## config.mk

```make
export PLATFORM = sky130hd
export DESIGN_NAME = logic_unit_8bit_hs_flat
export DESIGN_NICKNAME = d
export VERILOG_FILES = /design/src/rtl/logic_unit_8bit_hs_if.sv /design/src/rtl/logic_unit_8bit_hs.sv /design/src/flat_wrapper.sv
export SDC_FILE = /design/constraint.sdc
export NUM_CORES = 1
export LEC_CHECK = 0
export ABC_AREA = 1
export BUFFER_PORTS_ARGS = -buffer_cell sky130_fd_sc_hd__buf_2
export CORE_MARGIN = 1
export CORE_UTILIZATION = 50
export DETAILED_ROUTE_END_ITERATION = 16
export GPL_ROUTABILITY_DRIVEN = 1
export PLACE_DENSITY = 0.81
export SLEW_MARGIN = 10
export SYNTH_ARGS = -nofsm -noshare
export SYNTH_HDL_FRONTEND = slang
export SYNTH_SLANG_ARGS = --single-unit
```

## constraint.sdc

```tcl
create_clock -name clk -period 2.17 [get_ports clk]
set_clock_uncertainty 0.15 [all_clocks]
set_input_delay 0.1085 -clock clk [delete_from_list [all_inputs] [get_ports clk]]
set_output_delay 0.1085 -clock clk [all_outputs]
set_load 0.05 [all_outputs]
```

## src/rtl/logic_unit_8bit_hs_if.sv

```systemverilog
// Handshake bundle for the logic unit: an input channel carrying operands and
// opcode, and an output channel carrying the result, its zero flag and the
// completed-operation counter.
interface logic_unit_8bit_hs_if #(
  parameter int DATA_WIDTH  = 8,
  parameter int OPCODE_SIZE = 2,
  parameter int CNT_WIDTH   = 16
);
  logic                   in_valid;
  logic                   in_ready;
  logic [DATA_WIDTH-1:0]  a_in;
  logic [DATA_WIDTH-1:0]  b_in;
  logic [OPCODE_SIZE-1:0] opcode_in;
  logic                   out_valid;
  logic                   out_ready;
  logic [DATA_WIDTH-1:0]  y_out;
  logic                   zero_out;
  logic [CNT_WIDTH-1:0]   op_count;

  // Upstream driver / downstream consumer side
  modport master (
    output in_valid, a_in, b_in, opcode_in, out_ready,
    input  in_ready, out_valid, y_out, zero_out, op_count
  );

  // Logic unit side
  modport slave (
    input  in_valid, a_in, b_in, opcode_in, out_ready,
    output in_ready, out_valid, y_out, zero_out, op_count
  );
endinterface

```

## src/rtl/logic_unit_8bit_hs.sv

```systemverilog
// Handshaked bitwise logic unit with a 2-entry result FIFO and a counter of
// results consumed downstream.
//
// state   | meaning
// --------+-----------------------------------------------
// S_EMPTY | no result buffered, out_valid=0, in_ready=1
// S_ONE   | one result at head, out_valid=1, in_ready=1
// S_FULL  | head plus one queued in tail, in_ready=0
//
// The FIFO is a head/tail pair: the head register always drives y_out, so a
// held output under backpressure is just an unchanged register. in_ready is
// decoded from the state register only, never from out_ready.
module logic_unit_8bit_hs #(
  parameter int DATA_WIDTH  = 8,
  parameter int OPCODE_SIZE = 2,
  parameter int CNT_WIDTH   = 16
) (
  input  logic                clk,
  input  logic                rst,
  logic_unit_8bit_hs_if.slave bus
);

  typedef enum logic [1:0] {
    S_EMPTY = 2'd0,
    S_ONE   = 2'd1,
    S_FULL  = 2'd2
  } state_t;

  state_t                r_state;
  state_t                w_state_nxt;
  logic [DATA_WIDTH-1:0] r_head;
  logic [DATA_WIDTH-1:0] r_tail;
  logic [DATA_WIDTH-1:0] w_head_nxt;
  logic [DATA_WIDTH-1:0] w_tail_nxt;
  logic [DATA_WIDTH-1:0] w_result;
  logic [CNT_WIDTH-1:0]  r_op_count;
  logic                  w_push;
  logic                  w_pop;
  logic                  w_out_valid;

  assign w_out_valid = (r_state != S_EMPTY);
  assign w_push      = bus.in_valid && (r_state != S_FULL);
  assign w_pop       = bus.out_ready && w_out_valid;

  // Bitwise result of the operands presented on the input channel
  always_comb begin
    w_result = '0;
    case (bus.opcode_in)
      2'b00:   w_result = bus.a_in & bus.b_in;
      2'b01:   w_result = bus.a_in | bus.b_in;
      2'b10:   w_result = bus.a_in ^ bus.b_in;
      default: w_result = ~bus.a_in;
    endcase
  end

  // Next state and FIFO register updates for push/pop combinations
  always_comb begin
    w_state_nxt = r_state;
    w_head_nxt  = r_head;
    w_tail_nxt  = r_tail;
    case (r_state)
      S_EMPTY: begin
        if (w_push) begin
          w_head_nxt  = w_result;
          w_state_nxt = S_ONE;
        end
      end
      S_ONE: begin
        if (w_push && w_pop) begin
          // old head leaves, the new result takes its place
          w_head_nxt = w_result;
        end else if (w_push) begin
          w_tail_nxt  = w_result;
          w_state_nxt = S_FULL;
        end else if (w_pop) begin
          w_state_nxt = S_EMPTY;
        end
      end
      S_FULL: begin
        if (w_pop) begin
          w_head_nxt  = r_tail;
          w_state_nxt = S_ONE;
        end
      end
      default: begin
        w_state_nxt = S_EMPTY;
      end
    endcase
  end

  // State and buffer registers; reset discards anything buffered
  always_ff @(posedge clk) begin
    if (rst) begin
      r_state <= S_EMPTY;
      r_head  <= '0;
      r_tail  <= '0;
    end else begin
      r_state <= w_state_nxt;
      r_head  <= w_head_nxt;
      r_tail  <= w_tail_nxt;
    end
  end

  // Consumed-result counter, wraps naturally at its width
  always_ff @(posedge clk) begin
    if (rst) begin
      r_op_count <= '0;
    end else if (w_pop) begin
      r_op_count <= r_op_count + 1'b1;
    end
  end

  // The head may hold a stale value after draining, so mask it when empty
  assign bus.in_ready  = (r_state != S_FULL);
  assign bus.out_valid = w_out_valid;
  assign bus.y_out     = w_out_valid ? r_head : '0;
  assign bus.zero_out  = w_out_valid && (r_head == '0);
  assign bus.op_count  = r_op_count;

endmodule

```

## src/flat_wrapper.sv

```systemverilog
// flat-port wrapper written by rule: the top's interface ports become plain ports
module logic_unit_8bit_hs_flat 
#(
  parameter int DATA_WIDTH  = 8,
  parameter int OPCODE_SIZE = 2,
  parameter int CNT_WIDTH   = 16
)
  (clk, rst, bus_in_valid, bus_a_in, bus_b_in, bus_opcode_in, bus_out_ready, bus_in_ready, bus_out_valid, bus_y_out, bus_zero_out, bus_op_count);
  logic_unit_8bit_hs_if #(.DATA_WIDTH(DATA_WIDTH), .OPCODE_SIZE(OPCODE_SIZE), .CNT_WIDTH(CNT_WIDTH)) bus_i ();
  input  logic clk;
  input  logic rst;
  input wire logic [$bits(bus_i.in_valid)-1:0] bus_in_valid;
  input wire logic [$bits(bus_i.a_in)-1:0] bus_a_in;
  input wire logic [$bits(bus_i.b_in)-1:0] bus_b_in;
  input wire logic [$bits(bus_i.opcode_in)-1:0] bus_opcode_in;
  input wire logic [$bits(bus_i.out_ready)-1:0] bus_out_ready;
  output wire logic [$bits(bus_i.in_ready)-1:0] bus_in_ready;
  output wire logic [$bits(bus_i.out_valid)-1:0] bus_out_valid;
  output wire logic [$bits(bus_i.y_out)-1:0] bus_y_out;
  output wire logic [$bits(bus_i.zero_out)-1:0] bus_zero_out;
  output wire logic [$bits(bus_i.op_count)-1:0] bus_op_count;
  assign bus_i.in_valid = bus_in_valid;
  assign bus_i.a_in = bus_a_in;
  assign bus_i.b_in = bus_b_in;
  assign bus_i.opcode_in = bus_opcode_in;
  assign bus_i.out_ready = bus_out_ready;
  assign bus_in_ready = bus_i.in_ready;
  assign bus_out_valid = bus_i.out_valid;
  assign bus_y_out = bus_i.y_out;
  assign bus_zero_out = bus_i.zero_out;
  assign bus_op_count = bus_i.op_count;
  logic_unit_8bit_hs #(.DATA_WIDTH(DATA_WIDTH), .OPCODE_SIZE(OPCODE_SIZE), .CNT_WIDTH(CNT_WIDTH)) u_core (.clk(clk), .rst(rst), .bus(bus_i));
endmodule
```

# ---- Word level (Yosys, flattened, before mapping)
# Index checks and enable logic that the tools add are counted.
# W data, S select, Z words.
dict set report word_totals {
  regBits 34
  input_bits 22
  output_inout_bits 27
}
dict set report op_classes {
  addsub 1
  eq_ne 10
  mux 12
  bitwise_logic 5
  reduce_logical 12
}
# op count
set ops {}
lappend ops {{$pmux W8 S3} 2}
lappend ops {{$mux W8} 4}
lappend ops {{$add A16 B1 Y16 const B} 1}
lappend ops {{$mux W2} 5}
lappend ops {{$and A8 B8 Y8} 1}
lappend ops {{$logic_not A8 Y1} 1}
lappend ops {{$not A8 Y8} 1}
lappend ops {{$or A8 B8 Y8} 1}
lappend ops {{$reduce_and A4 Y1} 2}
lappend ops {{$xor A8 B8 Y8} 1}
lappend ops {{$ne A2 B1 Y1 const B} 3}
lappend ops {{$pmux W2 S3} 1}
lappend ops {{$eq A2 B1 Y1 const B} 2}
lappend ops {{$eq A2 B2 Y1 const B} 2}
lappend ops {{$logic_and A1 B1 Y1} 4}
lappend ops {{$logic_not A2 Y1} 2}
lappend ops {{$ne A2 B2 Y1 const B} 2}
lappend ops {{$ne A3 B1 Y1 const B} 1}
lappend ops {{$reduce_and A3 Y1} 1}
lappend ops {{$reduce_bool A3 Y1} 1}
lappend ops {{$reduce_bool A2 Y1} 1}
lappend ops {{$not A1 Y1} 1}

# ---- Logic depth before layout (Yosys ltp)
# Gate-level depths: netlist (run 1).
dict set report depth {
  word_depth 6
  ltp_mapped 8
  mapped_depth_nobuf 8
}

# ---- Worst setup path before layout (run 1)
# No wires, ideal clock.
dict set report synth_timing {
  path_kind {reg2out}
  startpoint {register u_core.r_state[0]}
  endpoint {output port bus_zero_out}
  arrival_time_ns 1.779
  path_slack_ns 0.132
  path_stages_with_launch 4
  path_buffers 1
  cell_sequence {dfxtp_1 > nor2_2 > buf_4 > nor3_1}
}
dict set report synth_via {
  elab_chain_len 2
}
# element line_no
set synth_rtl {}
lappend synth_rtl {{from (decl)} logic_unit_8bit_hs.sv:29} ;# state_t r_state;
lappend synth_rtl {{from (signal assigned)} logic_unit_8bit_hs.sv:98} ;# r_state <= w_state_nxt;
lappend synth_rtl {{$reduce_bool A2 Y1} logic_unit_8bit_hs.sv:41} ;# assign w_out_valid = (r_state != S_EMPTY);
lappend synth_rtl {{$logic_and A1 B1 Y1} logic_unit_8bit_hs.sv:117} ;# assign bus.zero_out = w_out_valid && (r_head == '0);
lappend synth_rtl {{to (decl)} flat_wrapper.sv:20} ;# output wire logic [$bits(bus_i.zero_out)-1:0] bus_zero_out;
# Every way passes these cells.

# ---- Final worst setup path (run 1)
# Ends and elaborated chain as after synthesis.

==> run_results.csv, run 1 <==
group,metric,value,unit
die,die_boundary_height,67.5,um
grt,grt_antenna_before_repair,0,
placement,gp_routability_congestion,0.860,
placement,detailed_place.area,2430,um2
detailed_routing,drt_first_pass_iters,4,
timing,timing.final.max_slew_violations,0,
detailed_routing,drt-vias-per-instance,5.17,
logic_synthesis,post_synth_main_area_contributors,"dfxtp_1 32%, nand2_1 10%, ha_1 9.9%",
placement,place.detailed.instances,408,
critical_path,worst-path-max-fanout,10,
die,die_w,67.5,um
timing,grt_setup_unrepaired,"no",
min_path,worst_min_delay_path_category,"in2reg",
power,vdd_drop_max,0.000455,V
clock_tree,cts_max_level,2,
logic_synthesis,synth_edf_count,0,
die,initial_core_util,52.8,%
logic_synthesis,syn_nets,354,
die,io_pins,49,
grt,grt_overflow,0,
clock_tree,path_clk_slew,0.07,ns
detailed_routing,routed_wire_length_per_instance,11.3,um
outcome,run_status,"complete, no violations",
logic_synthesis,async_reset_ff_share,0,%
clock_tree,clock-root-buffer,"clkbuf_8",
final_layout,multiInputGateArea,1240,um2
die,row_count,23,
clock_tree,clock_sink_count,34,
logic_synthesis,postSynthRegisterBits,34,
timing,final.period_utilization,79.1,%
clock_tree,tritoncts,"done",
detailed_routing,detail_route.iter0.violations,142,
critical_path,path_class,"reg2out",
grt,groute.usage.overall,23.6,%
timing,tightest_slew,0.518,ns
timing,slew_headroom,65.3,%
logic_synthesis,ys_dominant_reg_cell,"dfxtp_1",
critical_path,critical_path.startpoint_type,"flop",
timing,tns,0,ns
final_layout,final_area,2550,um2
placement,port-buffer-count,48,
final_layout,final_util,62.8,%
logic_synthesis,synth_top_cell_area_share,31.8,%
timing,final-hold-violation-count,0,
power,leakagePower,1.19,nW
final_layout,antennaDiodeCount,0,
grt,first_global_vias,1971,
final_layout,final_nets,405,
critical_path,critical_path_required,1.91,ns
critical_path,cp-end-kind,"primary output",
clock_tree,cts_inserted_buffers,5,
final_layout,final_layout_size_suffix_gt1_share,19.6,%
final_layout,final-seq-area,681,um2
job,max_cap_viol_count,0,
clock_tree,clk_path_buf_depth,2,
logic_synthesis,synth.yosys.seq_area_share,31.8,%
detailed_routing,routed-via-count,2157,
critical_path,setup.reg_to_reg.worst_slack,0.52,ns
die,core_region_area,4060,um2
final_layout,area_growth_syn_to_layout,18.8,%
die,floorplan.die_area,4550,um2
final_layout,final-instance-count-excl-fill,417,
clock_tree,post_cts.resized_instances,0,
logic_synthesis,synth_warnings,0,
logic_synthesis,syn-mean-instance-area,6.80,um2
timing,final-setup-viol-count,0,
placement,detailedPlace.worstSlack,0.575,ns
clock_tree,clk_latency,0.28,ns
logic_synthesis,synth_cell_type_count,29,
timing,max_freq,582,MHz
timing,min_period,1.72,ns
placement,detailedPlacementHpwl,3640,um
grt,grt_start_max_net_pins,18,
detailed_routing,final_antenna_net_count,0,
detailed_routing,detail_route.drc_violations,0,
timing,final_ws_setup,0.453,ns
logic_synthesis,post_synth_inst_count,315,
final_layout,fill_cell_count,375,
detailed_routing,wirelength,4730,um
power,power.density_cell_area,598,nW/um2
logic_synthesis,netlist.top_cell.by_area,"dfxtp_1",
grt,first_pass_grt_wire_length,8220,um
logic_synthesis,mappedNetlistArea,2140,um2
critical_path,cp.arrival,1.46,ns
==> layout by cell type (no fill, tap or decap) <==
| master | netlist | layout |
|---|---|---|
| o211ai_1 | 10 | 10 |
| nand2_1 | 58 | 58 |
| nand3_2 | 1 | 1 |
| clkbuf_1 | 3 | 2 |
| o21ai_0 | 32 | 32 |
| o21ai_1 | 3 | 3 |
| o2111ai_1 | 2 | 2 |
| buf_4 | 1 | 3 |
| o21bai_1 | 1 | 1 |
| ha_1 | 17 | 17 |
| nand3_1 | 10 | 10 |
| nand3b_1 | 1 | 1 |
| xor2_1 | 1 | 1 |
| nor2_2 | 4 | 4 |
| buf_2 | 4 | 48 |
| a21o_1 | 1 | 1 |
| nor3_2 | 1 | 1 |
| nor2_1 | 36 | 36 |
| nor3_1 | 3 | 3 |
| dfxtp_1 | 34 | 34 |
| inv_2 | 5 | 5 |
| nand4_1 | 5 | 5 |
| a21oi_1 | 33 | 33 |
| bufinv_16 | 0 | 1 |
| o21ai_4 | 1 | 1 |
| clkinv_1 | 1 | 1 |
| nor2_8 | 1 | 1 |
| nand3_4 | 1 | 1 |
| inv_1 | 44 | 44 |
| dlygate4sd3_1 | 0 | 1 |
| clkbuf_8 | 0 | 5 |
| nor2_4 | 1 | 1 |
==> cells in the mapped netlist, types with 4 or more instances <==
master / count
a21oi_1: 33
buf_2: 4
dfxtp_1: 34
ha_1: 17
inv_1: 44
inv_2: 5
nand2_1: 58
nand3_1: 10
nand4_1: 5
nor2_1: 36
nor2_2: 4
o211ai_1: 10
o21ai_0: 32
==> cells by family (layout without fill, tap and decap cells) <==
family | Yosys count | after routing | share of synthesized area [%]
compound gates | 83 | 83 | 21.7
xor+xnor | 1 | 1 | 0.409
fa+ha+maj | 17 | 17 | 9.92
buf+inv | 58 | 110 | 10.6
flops | 34 | 34 | 31.8
simple gates | 122 | 122 | 25.7
==> stage by stage <==
step	hold WS, ns	total power [mW]
3_3_place_gp	0.234	0.960
5_1_grt	0.115	1.60
4_1_cts	0.0853	1.53
3_5_place_dp	0.235	0.967
2_1_floorplan	0.0276	0.887
6_report	0.0847	1.52
==> report_power, final <==
group          leakage, nW  total [mW]  switching (mW)  internal, mW
clock network       0.0524       0.566           0.222         0.344
registers            0.277       0.668          0.0172         0.651
logic                0.862       0.288           0.196        0.0921
==> flip-flops by register name (all words and copies together) (netlist names) <==
signal,flops
u_core.r_state,2
u_core.r_head,8
u_core.r_tail,8
u_core.bus.op_count,16
==> worst max-delay path: stages, from the launching register on <==
cell and delay (ns):
dfxtp_1 0.43, nor2_2 0.10, buf_4 0.19, nor3_1 0.17, buf_2 0.28
==> metal layers <==
layer	up-vias	part of all wire [%]	global-route usage [%]
li1	1130	-	-
met4	0	1.2	8.78
met3	4	4.4	4.56
met2	50	46	38.2
met1	973	49	30.7
met5	-	0	0
==> worst paths after layout <==
path | from | end | depth (start not counted)
worst max-delay path | u_core.r_state[0] | bus_zero_out | 4
worst min-delay path | bus_a_in[2] | u_core.r_tail[2] | 4
worst max register to register | u_core.r_state[1] | u_core.r_head[0] | 8
worst min register to register | u_core.bus.op_count[9] | u_core.bus.op_count[9] | 2
==> cell type report <==
cell class | instances | area share [%]
clock buffer | 7 | 3.00
clock inverter | 1 | 1.18
inverter | 50 | 7.37
multi-input combinational | 223 | 48.6
sequential | 34 | 26.7
tap | 50 | 2.46
timing repair buffer | 52 | 10.7
==> timing repair <==
action,in CTS,in global routing
buffers inserted,0,0
hold buffers,1,0
hold endpoints to repair,6,0
(Power assumes the default switching activity.)
==> run 2: changes to the inputs <==
--- a/config.mk
+++ b/config.mk
@@ -5,13 +5,13 @@
 export SDC_FILE = /design/constraint.sdc
 export NUM_CORES = 1
 export LEC_CHECK = 0
-export ABC_AREA = 1
+export ABC_AREA = 0
 export BUFFER_PORTS_ARGS = -buffer_cell sky130_fd_sc_hd__buf_2
 export CORE_MARGIN = 1
-export CORE_UTILIZATION = 50
+export CORE_UTILIZATION = 49
 export DETAILED_ROUTE_END_ITERATION = 16
 export GPL_ROUTABILITY_DRIVEN = 1
-export PLACE_DENSITY = 0.81
+export PLACE_DENSITY = 0.82
 export SLEW_MARGIN = 10
 export SYNTH_ARGS = -nofsm -noshare
 export SYNTH_HDL_FRONTEND = slang
==> constraint.sdc (replaced) <==
create_clock -name clk -period 1.5 [get_ports clk]
set_clock_uncertainty 0.15 [all_clocks]
set_input_delay 0.075 -clock clk [delete_from_list [all_inputs] [get_ports clk]]
set_output_delay 0.075 -clock clk [all_outputs]
set_load 0.05 [all_outputs]
==> run_results.csv, run 2 <==
group,metric,value,unit
outcome,run_status,"finished with violations",
outcome,failing_checks,"negative setup slack",
die,io_pins,49,
power,leakagePower,1.34,nW
grt,groute.usage.overall,22.1,%
timing,slew_headroom,62.7,%
die,core_region_area,4090,um2
die,floorplan.die_area,4640,um2
final_layout,final-instance-count-excl-fill,379,
timing,timing.final.max_slew_violations,0,
logic_synthesis,netlist.top_cell.by_area,"dfxtp_1",
logic_synthesis,mappedNetlistArea,2140,um2
clock_tree,tritoncts,"done",
critical_path,critical_path.startpoint_type,"flop",
logic_synthesis,synth_cell_type_count,44,
detailed_routing,detail_route.iter0.violations,108,
logic_synthesis,post_synth_main_area_contributors,"dfxtp_1 32%, ha_1 9.9%, nor2_1 7.2%",
clock_tree,clk_path_buf_depth,2,
final_layout,layout.cells.most_common,"buf_2",
critical_path,critical_path_required,1.54,ns
logic_synthesis,synth_top_cell_area_share,31.8,%
clock_tree,clock-root-buffer,"clkbuf_8",
timing,tightest_slew,0.559,ns
min_path,worst_min_delay_path_category,"in2reg",
timing,final-hold-violation-count,0,
detailed_routing,wirelength,5230,um
critical_path,setup.reg_to_reg.worst_slack,-0.12,ns
final_layout,multiInputGateArea,1430,um2
logic_synthesis,async_reset_ff_share,0,%
timing,tns,-0.442,ns
grt,first_global_vias,1764,
grt,grt_start_max_net_pins,32,
job,max_cap_viol_count,0,
min_path,worstHoldPathCells,4,
logic_synthesis,synth.yosys.seq_area_share,31.8,%
critical_path,cp.arrival,1.66,ns
timing,grt_setup_unrepaired,"yes",
detailed_routing,routed-via-count,2087,
critical_path,cp-end-kind,"flop",
die,die_boundary_height,68.1,um
min_path,hold_path_startpoint,"bus_a_in[3]",
placement,port-buffer-count,48,
final_layout,top_library_cells_by_usage_in_the_layout_fill_and_taps_aside,"39 x buf_2, 36 x nor2_1, 26 x buf_4, 24 x inv_1, 20 x a21oi_1",
placement,gp_routability_congestion,0.791,
timing,fin_hold_ws,0.0782,ns
die,die_w,68.1,um
placement,detailedPlacementHpwl,3310,um
grt,first_pass_grt_wire_length,7650,um
final_layout,antennaDiodeCount,0,
detailed_routing,detail_route.drc_violations,0,
logic_synthesis,postSynthRegisterBits,34,
logic_synthesis,yosysMostFrequentCell,"nor2_1",
timing,max_freq,618,MHz
logic_synthesis,synth.cells.most_frequent,"41 x nor2_1, 34 x dfxtp_1, 25 x inv_1, 22 x a21oi_1, 17 x ha_1",
grt,grt_overflow,0,
final_layout,final-seq-area,736,um2
logic_synthesis,synth_edf_count,0,
logic_synthesis,post_synth_inst_count,257,
logic_synthesis,syn_nets,296,
timing,final_ws_setup,-0.118,ns
min_path,min_to,"u_core.r_tail[3]",
detailed_routing,drt-vias-per-instance,5.51,
placement,place.detailed.instances,358,
power,vdd_drop_max,0.000377,V
clock_tree,clk_latency,0.29,ns
final_layout,final_nets,367,
logic_synthesis,ys_dominant_reg_cell,"dfxtp_1",
critical_path,reg2reg_depth,4,
detailed_routing,drt_first_pass_iters,4,
power,power.density_cell_area,716,nW/um2
final_layout,flip_flop_count_of_the_largest_register_after_layout,16,
detailed_routing,final_antenna_net_count,0,
final_layout,fill_cell_count,302,
clock_tree,clock_sink_count,34,
critical_path,path_class,"reg2reg",
die,initial_core_util,52.4,%
final_layout,area_growth_syn_to_layout,37.9,%
logic_synthesis,synth_warnings,0,
clock_tree,cts_inserted_buffers,5,
critical_path,r2r_end,"u_core.bus.op_count[15]",
timing,final.period_utilization,108,%
clock_tree,path_clk_slew,0.07,ns
timing,final-setup-viol-count,13,
final_layout,final_layout_size_suffix_gt1_share,41.6,%
die,row_count,23,
grt,grt_antenna_before_repair,0,
clock_tree,cts_max_level,2,
timing,min_period,1.62,ns
detailed_routing,routed_wire_length_per_instance,13.8,um
logic_synthesis,syn-mean-instance-area,8.33,um2
critical_path,worst-path-max-fanout,5,
critical_path,regToRegStartpoint,"u_core.bus.op_count[6]",
run 2: cell types whose count changed after synthesis, sizes merged, moves of 9 or more:
cell	change
inv	-23
nand3	-9
o21ai	-32
a211oi	+15
a21oi	-10
o211ai	-9
nand2	-46
run 2: power by group:
group / leakage, nW / switching (mW) / internal, mW
combinational: 1.01 / 0.292 / 0.226
clock: 0.0426 / 0.328 / 0.319
sequential: 0.288 / 0.0321 / 0.918
run 2: area by class of cell:
cell class	count	share of cell area (%)
Multi-Input combinational cell	184	48.5
Sequential cell	34	24.9
Timing Repair Buffer	77	18.5
Inverter	26	3.30
Clock buffer	6	2.46
Tap cell	50	2.12
Clock inverter	2	0.296
run 2: logic make-up after synthesis:
group	after synthesis	share of synthesized area, %
and+or+nand+nor	94	21.8
xor gates and xnor gates	10	4.09
DFF	34	31.8
adders and majority gates	17	9.93
muxes	4	3.86
AOI/OAI and AO/OA	59	20.3
buffers and inverters	39	8.18
run 2: per-stage QoR:
step,power (mW),utilization [%],setup WS [ns],cell area [um2]
detailed placement,1.40,62.8,-0.0269,2560
CTS,2.07,67.5,-0.0388,2760
global placement,1.39,62.8,-0.00428,2560
global route,2.21,72.3,-0.172,2950
finish,2.11,72.3,-0.118,2950
floorplan,1.27,-,-0.00166,2190
run 2: timing repair:
action / 4_1_cts / 5_1_grt
pin swaps: 1 / 13
cloned: 1 / 0
buffers inserted: 4 / 7
resized for setup: 22 / 30
setup endpoints to repair: 29 / 29
hold buffers: 1 / 0
hold endpoints to repair: 1 / 0
run 2: per-layer routing:
metal	GRT usage, %	wire, um	share of wire [%]	up-vias
li1	-	-	-	1042
met1	27.0	2330	45	972
met2	37.1	2580	49	67
met3	4.67	255	4.9	6
met4	9.11	65	1.2	0
met5	0	0	0	-
run 2: worst max-delay path by stage:
| stage | start | to | slack, ns |
|---|---|---|---|
| detailed placement | u_core.r_state[1] | u_core.bus.op_count[14] | -0.03 |
| floorplan | u_core.bus.op_count[5] | u_core.bus.op_count[11] | -0.002 |
| CTS | u_core.r_state[0] | bus_zero_out | -0.04 |
| global placement | u_core.r_state[1] | u_core.bus.op_count[14] | -0.004 |
| global route | u_core.bus.op_count[5] | u_core.bus.op_count[15] | -0.17 |
| finish | u_core.bus.op_count[6] | u_core.bus.op_count[15] | -0.12 |
run 2: worst max-delay path, cell delays in order (launching register included):
cell	delay (ns)
dfxtp_4	0.38
nand4_1	0.30
nor3_4	0.32
a311oi_2	0.14
a41o_1	0.22
